### src/rtl/sr_flag_arbiter.sv
// Round-robin arbiter granting one set/clear op per cycle onto a shared SR flag bank,
// with an optional per-requester lock and timeout. Define SR_FLAG_TOGGLE_EN to add toggle ops.
module sr_flag_arbiter #(
    parameter int unsigned NUM_REQ   = 4,
    parameter int unsigned NUM_FLAGS = 8,
    parameter int unsigned IDX_W     = 3,
    parameter int unsigned LOCK_MAX  = 16
) (
    input  logic                     clk,
    input  logic                     rst_n,
    input  logic [NUM_REQ-1:0]       req,
    input  logic [NUM_REQ-1:0]       req_set,
    input  logic [NUM_REQ*IDX_W-1:0] req_idx,
    input  logic [NUM_REQ-1:0]       req_lock,
`ifdef SR_FLAG_TOGGLE_EN
    input  logic [NUM_REQ-1:0]       req_tgl,
`endif
    output logic [NUM_REQ-1:0]       ack,
    output logic                     err,
    output logic [NUM_FLAGS-1:0]     q,
    output logic [NUM_FLAGS-1:0]     qbar,
    output logic                     busy,
    output logic [((NUM_REQ > 1) ? $clog2(NUM_REQ) : 1)-1:0] owner
);

    localparam int unsigned REQ_W = (NUM_REQ > 1) ? $clog2(NUM_REQ) : 1;
    localparam int unsigned CNT_W = (LOCK_MAX > 1) ? $clog2(LOCK_MAX) : 1;

    typedef enum logic {
        S_IDLE,
        S_LOCKED
    } state_t;

    state_t               state_q, state_d;
    logic [REQ_W-1:0]     ptr_q, ptr_d;
    logic [REQ_W-1:0]     owner_q, owner_d;
    logic [CNT_W-1:0]     cnt_q, cnt_d;
    logic [NUM_REQ-1:0]   ack_q, ack_d;
    logic                 err_q, err_d;
    logic [NUM_FLAGS-1:0] q_q, q_d;
    logic [NUM_FLAGS-1:0] qbar_q, qbar_d;
    logic                 busy_q, busy_d;

    logic [NUM_REQ-1:0]   elig;
    logic                 gnt_vld;
    logic [REQ_W-1:0]     gnt_id;
    logic [REQ_W-1:0]     cand;
    logic                 g_set;
    logic                 g_lock;
    logic                 g_tgl;
    logic [IDX_W-1:0]     g_idx;
    logic                 g_in_range;

    // Held requests are masked by their own ack; while locked only the owner competes.
    always_comb begin
        elig = req & ~ack_q;
        if (state_q == S_LOCKED) begin
            for (int unsigned i = 0; i < NUM_REQ; i++) begin
                if (owner_q != REQ_W'(i)) begin
                    elig[i] = 1'b0;
                end
            end
        end
    end

    // First eligible requester at or after ptr, wrapping.
    always_comb begin
        gnt_vld = 1'b0;
        gnt_id  = '0;
        cand    = '0;
        for (int unsigned k = 0; k < NUM_REQ; k++) begin
            cand = REQ_W'((32'(ptr_q) + k) % NUM_REQ);
            if (!gnt_vld && elig[cand]) begin
                gnt_vld = 1'b1;
                gnt_id  = cand;
            end
        end
    end

    always_comb begin
        g_set      = req_set[gnt_id];
        g_lock     = req_lock[gnt_id];
        g_idx      = req_idx[32'(gnt_id)*IDX_W +: IDX_W];
        g_in_range = (32'(g_idx) < NUM_FLAGS);
`ifdef SR_FLAG_TOGGLE_EN
        g_tgl      = req_tgl[gnt_id];
`else
        g_tgl      = 1'b0;
`endif
    end

    // Next-state, flag update and registered outputs.
    always_comb begin
        state_d = state_q;
        ptr_d   = ptr_q;
        owner_d = owner_q;
        cnt_d   = cnt_q;
        ack_d   = '0;
        err_d   = 1'b0;
        q_d     = q_q;

        if (gnt_vld) begin
            err_d = !g_in_range;
            for (int unsigned i = 0; i < NUM_REQ; i++) begin
                if (gnt_id == REQ_W'(i)) begin
                    ack_d[i] = 1'b1;
                end
            end
            for (int unsigned f = 0; f < NUM_FLAGS; f++) begin
                if (g_in_range && (32'(g_idx) == f)) begin
                    q_d[f] = g_tgl ? ~q_q[f] : g_set;
                end
            end
        end

        case (state_q)
            S_IDLE: begin
                if (gnt_vld) begin
                    ptr_d = REQ_W'((32'(gnt_id) + 1) % NUM_REQ);
                    if (g_lock) begin
                        state_d = S_LOCKED;
                        owner_d = gnt_id;
                        cnt_d   = '0;
                    end
                end
            end
            S_LOCKED: begin
                cnt_d = cnt_q + CNT_W'(1);
                if (cnt_q == CNT_W'(LOCK_MAX - 1)) begin
                    state_d = S_IDLE;
                    owner_d = '0;
                    cnt_d   = '0;
                    ptr_d   = REQ_W'((32'(owner_q) + 1) % NUM_REQ);
                end else if (gnt_vld && !g_lock) begin
                    state_d = S_IDLE;
                    owner_d = '0;
                    cnt_d   = '0;
                end
            end
            default: begin
                state_d = S_IDLE;
                owner_d = '0;
                cnt_d   = '0;
            end
        endcase

        qbar_d = ~q_d;
        busy_d = (state_d == S_LOCKED);
    end

    always_ff @(posedge clk) begin
        if (!rst_n) begin
            state_q <= S_IDLE;
            ptr_q   <= '0;
            owner_q <= '0;
            cnt_q   <= '0;
            ack_q   <= '0;
            err_q   <= 1'b0;
            q_q     <= '0;
            qbar_q  <= '1;
            busy_q  <= 1'b0;
        end else begin
            state_q <= state_d;
            ptr_q   <= ptr_d;
            owner_q <= owner_d;
            cnt_q   <= cnt_d;
            ack_q   <= ack_d;
            err_q   <= err_d;
            q_q     <= q_d;
            qbar_q  <= qbar_d;
            busy_q  <= busy_d;
        end
    end

    assign ack   = ack_q;
    assign err   = err_q;
    assign q     = q_q;
    assign qbar  = qbar_q;
    assign busy  = busy_q;
    assign owner = owner_q;

endmodule

### config.mk
export PLATFORM = sky130hd
export DESIGN_NAME = sr_flag_arbiter
export DESIGN_NICKNAME = d
export VERILOG_FILES = /design/src/rtl/sr_flag_arbiter.sv
export SDC_FILE = /design/constraint.sdc
export NUM_CORES = 1
export LEC_CHECK = 0
export ABC_AREA = 1
export CAP_MARGIN = 20
export CORE_MARGIN = 1
export CORE_UTILIZATION = 52
export DETAILED_ROUTE_END_ITERATION = 16
export PLACE_DENSITY_LB_ADDON = 0.05
export SYNTH_ARGS = -nofsm -noshare
export SYNTH_HDL_FRONTEND = slang
export SYNTH_SLANG_ARGS = --single-unit
### constraint.sdc
create_clock -name clk -period 3.4 [get_ports clk]
set_input_delay 0.51 -clock clk [delete_from_list [all_inputs] [get_ports clk]]
set_output_delay 0.51 -clock clk [all_outputs]
set_load 0.03 [all_outputs]
# After elaboration in Yosys (flattened, before gate mapping)
# Cells that the tools add are included.
# W data, S select, Z words.
# classes
n_mux	56
n_mul	1
n_reduce_logical	15
eq_ne	18
div	0
n_lt_le_gt_ge	5
n_shift	1
add_sub_neg	6
n_bitwise	4
# ops
operator	count
$mux W1	30
$mux W2	10
$mux W4	5
$lt A2 B3 Y1 const B	5
$bmux W1 S2	6
$eq A3 B3 Y1 const B	4
$shiftx A12 B5 Y3	1
$mux W8	1
$ne A2 B2 Y1 const B	4
$not A8 Y8	1
$pmux W2 S2	2
$pmux W4 S2	1
$add A2 B1 Y2 const B	3
$eq A3 B2 Y1 const B	2
$reduce_and A2 Y1	3
$add A2 B2 Y2 const B	2
$add A4 B1 Y4 const B	1
$and A4 B4 Y4	1
$eq A2 B2 Y1 const B	2
$eq A4 B4 Y1 const B	1
$logic_and A1 B1 Y1	4
$logic_not A1 Y1	4
$mul A2 B2 Y4 const B	1
$ne A2 B1 Y1 const B	2
10 further kinds	10
# totals
ff_bits	29
latchBits	0
mem_count	0
elab_cells	113
ramBits	0
rom_bits	0

# Longest topological paths before layout
# depth
ltp_word	23
mapped_depth	21
ltp_nobuf	21

# Worst setup path before layout
# OpenSTA, ideal clock, no wires.
# synth_path
kind	reg-to-reg
start	register busy_q (netlist: busy)
end	register (tool-made name)
setup_ns	0.116
t_arrival_ns	2.290
setup_slack_ns	0.994
n_path_buf	2
stages_incl_launch_ff	18
path_cell_list	dfxtp_1 -> buf_6 -> nand2_4 -> nand4_1 -> nand2_1 -> o21ai_4 -> nand2_1 -> nor2_1 -> nand2_2 -> nand2_4 -> buf_6 -> nand2_1 -> nand3_1 -> nand2_2 -> nor2_2 -> nand3_1 -> nand2_1 -> nor2_1
# synth_rtl
item	line_no	text
from (decl)	42	logic busy_q, busy_d;
from (signal assigned)	171	busy_q <= busy_d;

==> impl_summary.log <==
INFO  metric drtAntennaViolNets = 0
INFO  metric placed_cells_incl_taps = ~360
INFO  metric die_width = 61.6 um
INFO  metric drc = 0
INFO  metric post-cts-setup-buffers = 0
INFO  metric cts_buffer_depth = 2
INFO  metric critPathMaxStageDelay = 0.67 ns
INFO  metric highest_clock_rate = between 300 and 400 MHz
INFO  metric fp.dieArea = 3790 um^2
INFO  metric wl_per_cell = 12.9 um
INFO  metric initial_antenna_violation_count = 0
INFO  metric num_io_pins = 50
INFO  metric placedInstanceArea = between 2000 and 2500 um^2
INFO  metric hold_buffers = 0
INFO  metric routed_wl = 4.79 mm
INFO  metric slowest_stage = sky130_fd_sc_hd__dfxtp_1
INFO  metric clockRootBuffer = sky130_fd_sc_hd__clkbuf_4
INFO  metric placementRows = 21
INFO  metric layout.cells.non_filler = between 300 and 400
INFO  metric syn_to_final_growth = 31.8%
INFO  metric initial_core_util = 0.548
INFO  metric fillCellCount = 300
INFO  metric tns = 0 ns
INFO  metric postSynthNetCount = just over 300
INFO  metric total_congestion_overflow = 0
INFO  metric synth_async_sr_flop_share = 0
INFO  metric grt_pass1_wl = about 7.6 mm
INFO  metric worst-endpoint-required = 3.65 ns
INFO  metric mappedNetlistArea = around 1800 um^2
INFO  metric timing.critical_path.fanout_max = 17
INFO  metric maximum_number_of_pins_on_one_net_before_global_route_repair = 24
INFO  metric syn-instance-count = approximately 280
INFO  metric max_slew_margin = 0.471
INFO  metric crit_type = reg2reg
INFO  metric report.final.hold_viol_count = 0
INFO  metric htree_levels = 2
INFO  metric cp_top_family = simple AND/OR/NAND/NOR gates
INFO  metric ys_ff_latch = 29
INFO  metric cap_viol_max_count = 0
INFO  metric post_synth_num_cell_types = 34
INFO  metric finalCriticalPeriod = 2.84 ns
INFO  metric place_congestion = slightly below 0.9
INFO  metric insertion_delay = approximately 0.34 ns
INFO  metric critPathLaunch = busy
INFO  metric maxSlewViolCount = 0
INFO  metric detailedPlacementHpwl = 3.54 mm
INFO  metric groute.usage.overall = 0.275
INFO  metric critical_path_buf_inv_count = 1
INFO  metric critPathArrivalTime = 3.09 ns
INFO  metric max_slew.worst_pin.slew = 0.791 ns
INFO  metric num_vias = ~2000
INFO  metric final_layout_size_suffix_gt1_frac = 0.120
INFO  metric grt_pass1_vias = 1714
INFO  metric post_drt_via_cell_ratio = between 5 and 6
INFO  metric hold_path_startpoint = cnt_q[1]
INFO  metric final_design_area_no_fill = 2430 um^2
INFO  metric cts_resized = 0
INFO  metric die_height = approximately 62 um
INFO  metric critPathCaptureType = register
INFO  metric num-nets-final = around 350
INFO  metric syn-mean-instance-area = approximately 6.7 um^2
INFO  metric worst_clock_skew = ~0.0018 ns
INFO  metric run_status = completed
INFO  metric synth_enable_flop_cells = 0
INFO  metric placement.io_buffers = 48
INFO  metric reg2reg_from = busy
INFO  metric drt_first_iter_violations = around 200
INFO  metric tritoncts = yes
INFO  metric cts_num_sinks = 29
INFO  metric coreArea = 3360 um^2
INFO  metric synth-seq-area-share = 0.315
INFO  metric clkSlewWorstSetupHoldPaths = approximately 0.1 ns
INFO  metric synth.yosys.warnings = 0
INFO  metric finalSetupViolations = 0
INFO  metric pre_repair_dr_iteration_count = 5
INFO  metric crit_path_cell_trace = nand2_2, nand4_1, nand2_1, o21ai_4, nand4_4, nand2_2, nand2_4, inv_2, nand2_1, nand3_1, nand2_2, nor2_2, nand3_1, nand2_1, nor2_1
INFO  metric worstSetupStartpointType = register
INFO  metric insertedDiodeCount = 0
INFO  metric ys.flop_type = sky130_fd_sc_hd__dfxtp_1
INFO  metric grt_setup_unrepaired = false
INFO  metric cts-buffers-inserted = 5
INFO  metric worst_hold_path_type = reg2reg
INFO  metric finalCritPeriodShare = 0.836
## final cells by class
| type | instances | area [um^2] | share of cell area |
|---|---|---|---|
| Clock buffer | 6 | 51.3 | 0.0211 |
| Clock inverter | 2 | 37.5 | 0.0154 |
| Inverter | 26 | 97.6 | 0.0401 |
| Multi-Input combinational cell | 212 | 1110 | 0.457 |
| Sequential cell | 29 | 581 | 0.239 |
| Tap cell | 46 | 57.6 | 0.0237 |
| Timing Repair Buffer | 50 | 495 | 0.204 |
## stage by stage
step	hold slack (ns)	setup slack, ns	utilization
after floorplan	0.480	0.994	-
after global placement	0.496	0.371	0.696
after detailed placement	0.500	0.313	0.696
after CTS	0.523	0.603	0.723
after global routing	0.542	0.272	0.723
final	0.517	0.557	0.723
## logic make-up (layout without fill, tap and decap cells)
logic type | after synthesis | after routing | synth area share
adder cells (fa/ha/maj) | 1 | 1 | 0.00678
XOR/XNOR | 3 | 3 | 0.0183
flip-flops | 29 | 29 | 0.315
AO/OA/AOI/OAI | 37 | 37 | 0.130
buffers and inverters | 34 | 84 | 0.0828
other | 1 | 1 | 0.00203
AND/OR/NAND/NOR | 170 | 170 | 0.445
## synth_stat cells, drive strengths merged (4+ instances only)
| cell type | n | share of area |
|---|---|---|
| nor3 | 4 | 0.011 |
| o21bai | 8 | 0.039 |
| nand2 | 85 | 0.20 |
| nor2 | 26 | 0.066 |
| buf | 6 | 0.026 |
| nand3 | 44 | 0.12 |
| o21ai | 6 | 0.022 |
| nand4 | 9 | 0.039 |
| dfxtp | 29 | 0.31 |
| a21oi | 19 | 0.054 |
| inv | 26 | 0.053 |
## worst reg2reg max path, stage by stage (launching register included)
cell and delay [ns]:
sky130_fd_sc_hd__dfxtp_1 0.67, sky130_fd_sc_hd__nand2_2 0.17, sky130_fd_sc_hd__nand4_1 0.17, sky130_fd_sc_hd__nand2_1 0.13, sky130_fd_sc_hd__o21ai_4 0.19, sky130_fd_sc_hd__nand4_4 0.17
sky130_fd_sc_hd__nand2_2 0.16, sky130_fd_sc_hd__nand2_4 0.13, sky130_fd_sc_hd__inv_2 0.16, sky130_fd_sc_hd__nand2_1 0.10, sky130_fd_sc_hd__nand3_1 0.09, sky130_fd_sc_hd__nand2_2 0.12
sky130_fd_sc_hd__nor2_2 0.22, sky130_fd_sc_hd__nand3_1 0.13, sky130_fd_sc_hd__nand2_1 0.08, sky130_fd_sc_hd__nor2_1 0.05
## routing by layer
metal,part of all wire,vias to the layer above,GRT usage
met5,0,-,0
met4,0.014,0,0.102
met3,0.10,11,0.0777
met2,0.43,111,0.399
met1,0.45,847,0.386
li1,-,1005,-
## path summary, 6_finish.rpt
path / end / slack (ns) / cells after the start
min: cnt_q[1] / 0.52 / 2
max: register / 0.56 / 15
min reg2reg: cnt_q[1] / 0.52 / 2
max reg2reg: register / 0.56 / 15
## placed cells by master, fill, tap and decap left out, drive strengths merged
cell type	Yosys	routed
and2	1	1
o21a	1	1
inv	26	26
nor3	4	4
xor2	1	1
o211ai	2	2
clkdlybuf4s50	0	48
dfxtp	29	29
xnor2	2	2
clkbuf	2	6
nand4	9	9
nand3	44	44
nand2	85	85
o21bai	8	8
a21oi	19	19
conb	1	1
ha	1	1
buf	6	2
o21ai	6	6
nor2	26	26
bufinv	0	1
clkinvlp	0	1
a31oi	1	1
or2	1	1
Power is not shown: default switching activity piles up to over one toggle a cycle in this logic, so the estimate is an artifact.
